$ cat src/rtl/uart_pkg.sv
// Shared UART definitions used by both the receiver and the transmitter:
// FSM state encoding, legal oversampling ratios and parity-type encoding.
package uart_pkg;

  // One-hot frame states; any other encoding is treated as illegal.
  typedef enum logic [4:0] {
    IDLE   = 5'b00001,
    START  = 5'b00010,
    DATA   = 5'b00100,
    PARITY = 5'b01000,
    STOP   = 5'b10000
  } uart_state_e;

  // Parity type selector as seen on PAR_TYP.
  typedef enum logic {
    PAR_EVEN = 1'b0,
    PAR_ODD  = 1'b1
  } parity_e;

  // Oversampling ratios the sampler is designed around.
  localparam logic [5:0] PRESCALE_8  = 6'd8;
  localparam logic [5:0] PRESCALE_16 = 6'd16;
  localparam logic [5:0] PRESCALE_32 = 6'd32;

  // Two-out-of-three vote used to reject single-sample line noise.
  function automatic logic majority3(input logic [2:0] samples);
    return (samples[0] & samples[1]) |
           (samples[0] & samples[2]) |
           (samples[1] & samples[2]);
  endfunction

  // Expected parity bit for a data word under the selected parity type.
  function automatic logic expectedParity(input logic dataXor, input parity_e parTyp);
    return (parTyp == PAR_ODD) ? ~dataXor : dataXor;
  endfunction

endpackage

$ cat src/rtl/uart_rx_sampler.sv
// Per-bit timing for the UART receiver: counts oversampling edges inside a bit
// period and produces a majority-voted bit value from three mid-bit samples.
module uart_rx_sampler
  import uart_pkg::*;
(
  input  logic       CLK,
  input  logic       RST,
  input  logic       run_i,
  input  logic [5:0] prescale_i,
  input  logic       rx_i,
  output logic       bitDone_o,
  output logic       voteValid_o,
  output logic       voteBit_o
);

  logic [5:0] edgeCnt_q;
  logic [5:0] edgeCnt_d;
  logic [2:0] samples_q;
  logic [2:0] samples_d;
  logic [5:0] halfCnt;
  logic [5:0] lastCnt;

  assign halfCnt = {1'b0, prescale_i[5:1]};
  assign lastCnt = prescale_i - 6'd1;

  // Next edge count: held at zero while idle, wraps at the bit boundary.
  always_comb begin
    edgeCnt_d = edgeCnt_q;
    if (!run_i) begin
      edgeCnt_d = 6'd0;
    end else if (edgeCnt_q == lastCnt) begin
      edgeCnt_d = 6'd0;
    end else begin
      edgeCnt_d = edgeCnt_q + 6'd1;
    end
  end

  // Capture the line one edge before, at, and one edge after mid-bit.
  always_comb begin
    samples_d = samples_q;
    if (run_i) begin
      if (edgeCnt_q == halfCnt - 6'd1) begin
        samples_d[0] = rx_i;
      end
      if (edgeCnt_q == halfCnt) begin
        samples_d[1] = rx_i;
      end
      if (edgeCnt_q == halfCnt + 6'd1) begin
        samples_d[2] = rx_i;
      end
    end
  end

  // Edge counter and sample registers; samples idle high like the line.
  always_ff @(posedge CLK or negedge RST) begin
    if (!RST) begin
      edgeCnt_q <= 6'd0;
      samples_q <= 3'b111;
    end else begin
      edgeCnt_q <= edgeCnt_d;
      samples_q <= samples_d;
    end
  end

  // The stored samples stay stable until the next bit's first sample, so
  // the vote can be used anywhere from half+2 up to the bit boundary.
  assign voteBit_o   = majority3(samples_q);
  assign voteValid_o = run_i && (edgeCnt_q == halfCnt + 6'd2);
  assign bitDone_o   = run_i && (edgeCnt_q == lastCnt);

endmodule

$ cat src/rtl/uart_rx.sv
// UART receiver: synchronizes the serial line, walks the frame FSM, assembles
// the data word LSB first, checks optional parity and the stop bit, and emits
// single-cycle result pulses.
module uart_rx
  import uart_pkg::*;
#(
  parameter int DATA_WIDTH = 8
) (
  input  logic                  CLK,
  input  logic                  RST,
  input  logic                  RX_IN,
  input  logic [5:0]            PRESCALE,
  input  logic                  PAR_EN,
  input  logic                  PAR_TYP,
  output logic [DATA_WIDTH-1:0] P_DATA,
  output logic                  DATA_VALID,
  output logic                  PAR_ERR,
  output logic                  STP_ERR
);

  localparam int BIT_W = (DATA_WIDTH > 1) ? $clog2(DATA_WIDTH) : 1;
  localparam logic [BIT_W-1:0] LAST_BIT = BIT_W'(DATA_WIDTH - 1);

  logic [1:0]            sync_q;
  logic                  rxS;
  uart_state_e           state_q;
  logic [5:0]            prescale_q;
  logic                  parEn_q;
  parity_e               parTyp_q;
  logic [BIT_W-1:0]      bitCnt_q;
  logic [DATA_WIDTH-1:0] shift_q;
  logic                  parErr_q;
  logic [DATA_WIDTH-1:0] pData_q;
  logic                  dataValid_q;
  logic                  parErrPulse_q;
  logic                  stpErr_q;

  logic                  sampleRun;
  logic                  bitDone;
  logic                  voteValid;
  logic                  voteBit;
  logic                  parityBit;

  // Two-flop synchronizer; resets to the idle-high line level.
  always_ff @(posedge CLK or negedge RST) begin
    if (!RST) begin
      sync_q <= 2'b11;
    end else begin
      sync_q <= {sync_q[0], RX_IN};
    end
  end

  assign rxS = sync_q[1];

  // Edge counting only runs while a frame is in progress.
  assign sampleRun = (state_q != IDLE);

  uart_rx_sampler u_sampler (
    .CLK         (CLK),
    .RST         (RST),
    .run_i       (sampleRun),
    .prescale_i  (prescale_q),
    .rx_i        (rxS),
    .bitDone_o   (bitDone),
    .voteValid_o (voteValid),
    .voteBit_o   (voteBit)
  );

  assign parityBit = expectedParity(^shift_q, parTyp_q);

  // Frame FSM with bit counter, shift register, parity latch and result pulses.
  always_ff @(posedge CLK or negedge RST) begin
    if (!RST) begin
      state_q       <= IDLE;
      prescale_q    <= PRESCALE_16;
      parEn_q       <= 1'b0;
      parTyp_q      <= PAR_EVEN;
      bitCnt_q      <= '0;
      shift_q       <= '0;
      parErr_q      <= 1'b0;
      pData_q       <= '0;
      dataValid_q   <= 1'b0;
      parErrPulse_q <= 1'b0;
      stpErr_q      <= 1'b0;
    end else begin
      dataValid_q   <= 1'b0;
      parErrPulse_q <= 1'b0;
      stpErr_q      <= 1'b0;
      case (state_q)
        IDLE: begin
          if (!rxS) begin
            state_q    <= START;
            prescale_q <= PRESCALE;
            parEn_q    <= PAR_EN;
            parTyp_q   <= parity_e'(PAR_TYP);
            bitCnt_q   <= '0;
            parErr_q   <= 1'b0;
          end
        end
        START: begin
          if (bitDone) begin
            state_q <= voteBit ? IDLE : DATA;
          end
        end
        DATA: begin
          if (voteValid) begin
            shift_q[bitCnt_q] <= voteBit;
          end
          if (bitDone) begin
            if (bitCnt_q == LAST_BIT) begin
              bitCnt_q <= '0;
              state_q  <= parEn_q ? PARITY : STOP;
            end else begin
              bitCnt_q <= bitCnt_q + 1'b1;
            end
          end
        end
        PARITY: begin
          if (voteValid && (voteBit != parityBit)) begin
            parErr_q <= 1'b1;
          end
          if (bitDone) begin
            state_q <= STOP;
          end
        end
        STOP: begin
          if (voteValid) begin
            state_q       <= IDLE;
            stpErr_q      <= ~voteBit;
            parErrPulse_q <= parErr_q;
            if (voteBit && !parErr_q) begin
              dataValid_q <= 1'b1;
              pData_q     <= shift_q;
            end
          end
        end
        default: begin
          state_q  <= IDLE;
          bitCnt_q <= '0;
          parErr_q <= 1'b0;
        end
      endcase
    end
  end

  assign P_DATA     = pData_q;
  assign DATA_VALID = dataValid_q;
  assign PAR_ERR    = parErrPulse_q;
  assign STP_ERR    = stpErr_q;

endmodule
$ cat config.mk
export PLATFORM = sky130hd
export DESIGN_NAME = uart_rx
export DESIGN_NICKNAME = d
export VERILOG_FILES = /design/src/rtl/uart_pkg.sv /design/src/rtl/uart_rx_sampler.sv /design/src/rtl/uart_rx.sv
export SDC_FILE = /design/constraint.sdc
export NUM_CORES = 1
export LEC_CHECK = 0
export ABC_AREA = 1
export ABC_CLOCK_PERIOD_IN_PS = 2700
export CORE_UTILIZATION = 59
export CTS_CLUSTER_SIZE = 30
export DETAILED_ROUTE_END_ITERATION = 10
export PLACE_DENSITY = 0.8
export SLEW_MARGIN = 30
export SYNTH_ARGS = -nofsm -noshare
export SYNTH_HDL_FRONTEND = slang
export SYNTH_HIERARCHICAL = 1
export SYNTH_SLANG_ARGS = --single-unit
$ cat constraint.sdc
create_clock -name CLK -period 2.7 [get_ports CLK]
set_input_delay 0.54 -clock CLK [delete_from_list [all_inputs] [get_ports CLK]]
set_output_delay 0.54 -clock CLK [all_outputs]
set_load 0.005 [all_outputs]
### Word level (Yosys, flattened, before mapping)

Index checks and enable logic that the tools add are counted.

* register bits: 47
* input port bits: 11
* logic and storage cells: 101

* $add $sub $neg: 6
* magnitude comparators: 2
* eq/ne operators: 20
* muxes and demuxes: 29
* bitwise operators: 10
* reductions and logical operators: 18

Operators by type and width (number)
* 5-bit 2-to-1 mux: 7
* 5-bit one-hot mux with 5 select lines: 1
* 6-bit equality test: 4
* 2-bit != test (second input constant): 7
* 3-bit 2-to-1 mux: 4
* 6-bit 2-to-1 mux: 2
* 1-bit 2-to-1 mux: 11
* 2-bit AND reduction: 5
* 3-bit one-hot mux with 3 select lines: 1
* 3-bit AND reduction: 3
* 8-bit bitwise mux: 1
* 8-bit XOR reduction: 1
* 5-bit by 1-bit adder with 6-bit output (second input constant): 1
* 5-bit by 2-bit adder with 6-bit output (second input constant): 1
* 6-bit by 1-bit adder with 6-bit output (second input constant): 1
* 6-bit by 5-bit equality test with 1-bit output: 1
* 6-bit AND reduction: 1
* 3-bit OR reduction: 2
* 5-bit by 1-bit subtractor with 6-bit output (second input constant): 1
* 6-bit by 1-bit subtractor with 6-bit output (second input constant): 1
* 5-bit by 1-bit equality test with 1-bit output (second input constant): 1
* 5-bit by 2-bit equality test with 1-bit output (second input constant): 1
* 5-bit by 3-bit equality test with 1-bit output (second input constant): 1
* 5-bit by 4-bit equality test with 1-bit output (second input constant): 1
* other kinds (14): 25

### Logic depth before layout (Yosys ltp)

* word-level depth: 7
* mapped depth: 14
* mapped depth without buffers: 14

### Hierarchy

Netlist, hierarchy kept.

Modules (own cells, without submodules)
* uart_rx: times used 1, cells an instance 211, area an instance 1984.4 um^2, seq. area each 955.9 um^2
* uart_rx_sampler: times used 1, cells an instance 178, area an instance 1136.1 um^2, seq. area each 229.0 um^2

### Least setup slack after synthesis

OpenSTA, ideal clock, no wires.

* path type: reg2reg
* start: register prescale_q[2]
* end: register shift_q[5]
* arrival: 2205 ps
* path slack: 370 ps
* stages on the path, launching flop included: 11
* buffers on the path: 0
* cells stage by stage: dfrtp_1 > inv_2 > ha_1 > xnor2_1 > nand4_1 > nor3_1 > inv_1 > nor3_4 > nand2_1 > nor2_1 > a21oi_1

* word-level cells in the longest chain between the ends: 4

RTL lines
* start: declaration: RTL line uart_rx.sv:27 `logic [5:0] prescale_q;`
* start signal: assignment: RTL line uart_rx.sv:75 `prescale_q <= PRESCALE_16;`
* start signal: assignment: RTL line uart_rx.sv:93 `prescale_q <= PRESCALE;`
* 5-bit by 2-bit adder with 6-bit output: RTL line uart_rx_sampler.sv:68 `assign voteValid_o = run_i && (edgeCnt_q == halfCnt + 6'd2);`
* 6-bit equality test: RTL line uart_rx_sampler.sv:68
* 1-bit logical AND: RTL line uart_rx_sampler.sv:68
* named net voteValid: RTL line uart_rx.sv:40 `logic voteValid;`
* 2-bit AND reduction (no source line)
* end signal: indexed assignment: RTL line uart_rx.sv:107 `shift_q[bitCnt_q] <= voteBit;`
* end: declaration: RTL line uart_rx.sv:31 `logic [DATA_WIDTH-1:0] shift_q;`

The timed path passes the listed nets, and every way through them passes these cells.
A chain may end at the register's enable or synchronous reset.

### Worst setup path after layout

* start: register prescale_q[2]
* end: register shift_q[7]

Same word-level chain as after synthesis.

==> impl_summary.txt <==
----------------------------------------------------
[Timing]
  Hold violation count in the final report ... 0
  Slew at the pin with the worst max-slew slack ... about 0.47 ns
  Setup tns final ... 0 ns
  Achievable clock frequency ... approximately 430 MHz
  Final number of max-transition violations ... 0
  Min Tclk post-route ... roughly 2.3 ns
  Share of the clock period used by the worst path ... between 80 and 90%
  Final setup margin ... 0.365 ns
  Setup repair after global routing missed its margin ... false
  Setup violation total in the final timing report ... 0
  Worst slew margin relative to its limit ... between 60 and 70%
  Largest clock skew in the final design ... around 0.0072 ns

[CTS]
  Maximum buffer depth of the clock tree ... 2
  # clock sinks ... 47
  Buffer type at the clock tree root ... clkbuf_8
  Clock buffers created by TritonCTS ... 5
  Maximum level of the CTS H-tree ... 2
  TritonCTS clock tree ... built
  Hold-fix buffers at CTS ... 0
  Register clock-pin slew on the reported worst setup and hold paths ... 0.08 ns
  Number of setup buffers added after CTS ... 0
  Count of instances resized after the clock tree is built ... 0
  Skew-Pair Late Insertion Delay ... 0.30 ns

[Run]
  Max-cap violation count ... 0

[Status]
  Outcome ... complete, but fails checks
  Failing checks ... design-rule violations

[GRT]
  First-pass GRT wire length ... 10.4 mm
  GRT Total Usage ... about a quarter
  Number of antenna violations at the first check in global routing ... 0
  Maximum number of pins on one net before global-route repair ... 33
  Via count of the first global-routing pass ... 2239
  Aggregate global routing overflow ... 0

[Power and ir drop]
  Fraction of power consumed by combinational cells ... a little under three fifths
  Sequential power share ... 32.3%
  Clock power share ... between 10% and 20%
  Leakage power total ... around 1.7 nW
  Internal power of the cells ... 1.77 mW
  Overall power ... 3.42 mW
  NetSw ... roughly 1.7 mW
  Worst ir drop on vdd ... 748 uV
  PwrDens ... about 980 nW/um^2
  Net switching fraction of the power ... between 40 and 50%

[Drt]
  Remaining DRCs ... 1
  Number of nets still failing antenna checks after routing ... 0
  Total Routed Length ... 6.20 mm
  Number of DRC markers after the initial detailed-route iteration ... around 170
  Count of vias placed by the detailed router ... roughly 2500
  Detail-routed net length per standard cell ... 12.7 microns
  Via density per instance ... ~5.2
  Router iterations before antenna repair ... 7

[Critical path]
  Destination of the worst register-to-register timing path ... shift_q[7]
  Setup crit start kind ... flip-flop
  Critical path buffers and inverters ... 2
  Cells traversed along the worst timing path ... inv_2 -> ha_1 -> xnor2_1 -> nand4_1 -> nor3_1 -> inv_1 -> nor3_4 -> nand2_1 -> nor2_1 -> a21oi_1
  Crit path max-delay cell type ... dfrtp_1
  Required time at the endpoint of the critical path ... 2.89 ns
  Crit-path max cell delay ... around 0.50 ns
  Cell family with most CP delay ... simple AND/OR/NAND/NOR gates
  Minimum setup slack among reg-to-reg paths ... 0.36 ns
  Reg2reg start ... prescale_q[2]
  CP max FO ... 7
  Critical path data arrival time ... 2.52 ns
  Reg2Reg Depth ... 10
  Type of the worst setup path ... flip-flop to flip-flop
  CP Capture Type ... flip-flop

[Yosys]
  Synthesis-stage register bit count ... 47
  Post-synth top cells ... 112 x nand2_1, 40 x dfrtp_1, 40 x inv_1
  Largest area contributor in the netlist ... dfrtp_1
  Share of the yosys chip area belonging to registers ... 38.0%
  Cell with the most instances after synthesis ... nand2_1
  Area contributors post-synth ... dfrtp_1 32%, nand2_1 13%, dfstp_2 5.9%, nand3_1 5.1%, inv_1 4.8%
  Fraction of synthesized cell area taken by the top area cell type ... between 30% and 40%
  Post-Synthesis Net Count ... 410
  Top FF cell, synth ... dfrtp_1
  Distinct cell type count of the synthesized netlist ... 33
  Count of mapped cells out of synthesis ... ~390
  Count of flip-flops with a built-in enable after synthesis ... 0
  Total standard cell area after synthesis ... 3120 sq um
  Synthesis Warnings ... 6
  Proportion of synthesized flip-flops having asynchronous set or reset ... 100%
  Mean instance size in the synthesized netlist ... 8.02 sq um

[Floorplanning]
  Number of placement rows ... 26
  Chip width ... roughly 75 microns
  Chip height ... about 75 microns
  Area of the core ... between 5000 and 6000 sq um
  I/O pin total ... 22
  Initial Util ... approximately 61%
  Die Area ... ~5600 sq um

[Cells and area]
  Fraction of final layout cells sized beyond drive strength 1 ... 22.3%
  Post-layout util ... about two thirds
  Number of antenna cells inserted ... 0
  Final design instance area without fill ... roughly 3500 sq um
  Layout area overhead ... 11.5%
  Nets@finish ... ~440

[Placement]
  Area of placed instances ... roughly 3400 sq um
  Half-perimeter wire length after placement ... 4.78 mm
  Post-Place Setup Slack ... about 0.44 ns
  Gpl congestion ... 0.935
  Number of I/O port buffers ... 21

[Min path]
  Worst min-delay path category ... primary input to async pin

----------------------------------------------------
## kinds of logic (layout without fill, tap and decap cells)
group | count (synthesis) | after routing | synth area share (%)
AND/OR/NAND/NOR | 218 | 218 | 36.2
buffers and inverters | 59 | 87 | 7.86
flip-flops | 47 | 47 | 38.0
AO/OA/AOI/OAI | 36 | 36 | 7.14
adder cells (fa/ha/maj) | 11 | 11 | 4.33
XOR/XNOR | 11 | 11 | 3.09
multiplexers | 7 | 7 | 3.37
## cells in the final DEF, fill, tap and decap left out, drive strengths merged, types with 7 or more instances in the layout
cell type / count
a21oi: 10
clkbuf: 7
clkdlybuf4s50: 20
dfrtp: 40
dfstp: 7
ha: 10
inv: 55
mux2: 7
nand2: 128
nand3: 37
nand4: 10
nor2: 36
nor3: 7
o21ai: 23
xor2: 7
## metrics by stage
| stage | hold slack (ns) | instances |
|---|---|---|
| after floorplan | 0.244 | 389 |
| after global placement | 0.348 | 479 |
| after detailed placement | 0.347 | 479 |
| after CTS | 0.142 | 487 |
| after global routing | 0.163 | 487 |
| final | 0.139 | 487 |
## worst max-delay path by stage
stage,from,endpoint,slack (ns),depth (start not counted)
CTS,prescale_q[2],shift_q[7],0.35,10
floorplan,prescale_q[2],shift_q[5],0.37,10
global route,prescale_q[2],state_q[2],0.21,11
global placement,prescale_q[2],state_q[2],0.54,11
detailed placement,prescale_q[2],state_q[2],0.44,11
finish,prescale_q[2],shift_q[7],0.36,10
## flip-flops by register name (all words and copies together) (netlist names)
register	count
PAR_ERR	1
prescale_q	6
parTyp_q	1
parEn_q	1
parErr_q	1
sync_q	2
bitCnt_q	3
u_sampler/samples_q	3
state_q	5
shift_q	8
STP_ERR	1
u_sampler/edgeCnt_q	6
DATA_VALID	1
P_DATA	8
## layer usage
metal | vias to the layer above | wire [microns] | track usage (%)
met1 | 1183 | 3170 | 35.8
met5 | - | 0 | 0
met3 | 12 | 216 | 4.69
li1 | 1290 | - | -
met2 | 54 | 2700 | 37.4
met4 | 0 | 102 | 9.22
## worst reg2reg max path, delay by kind of cell (launching register included)
kind / cells / cell delay [ns]
buf+inv: 2 / 0.29
xor+xnor: 1 / 0.15
simple gates: 5 / 0.92
fa+ha+maj: 1 / 0.32
flops: 1 / 0.50
compound gates: 1 / 0.05
## cell type report
| class | instances | area (sq um) |
|---|---|---|
| Clock inverter | 1 | 5.00 |
| Fill cell | 443 | 1630 |
| Tap cell | 70 | 87.6 |
| Timing Repair Buffer | 23 | 220 |
| Clock buffer | 7 | 76.3 |
| Inverter | 56 | 215 |
| Sequential cell | 47 | 1180 |
| Multi-Input combinational cell | 283 | 1690 |
## power by group through the flow
stage / Clock [mW] / Sequential [mW] / Combinational (mW)
6_report: 0.409 / 1.11 / 1.91
5_1_grt: 0.451 / 1.14 / 2.14
4_1_cts: 0.429 / 1.11 / 1.89
3_5_place_dp: 0 / 1.12 / 1.87
3_3_place_gp: 0 / 1.11 / 1.83
2_1_floorplan: 0 / 1.03 / 1.59
Power figures use the tool's default switching activity.
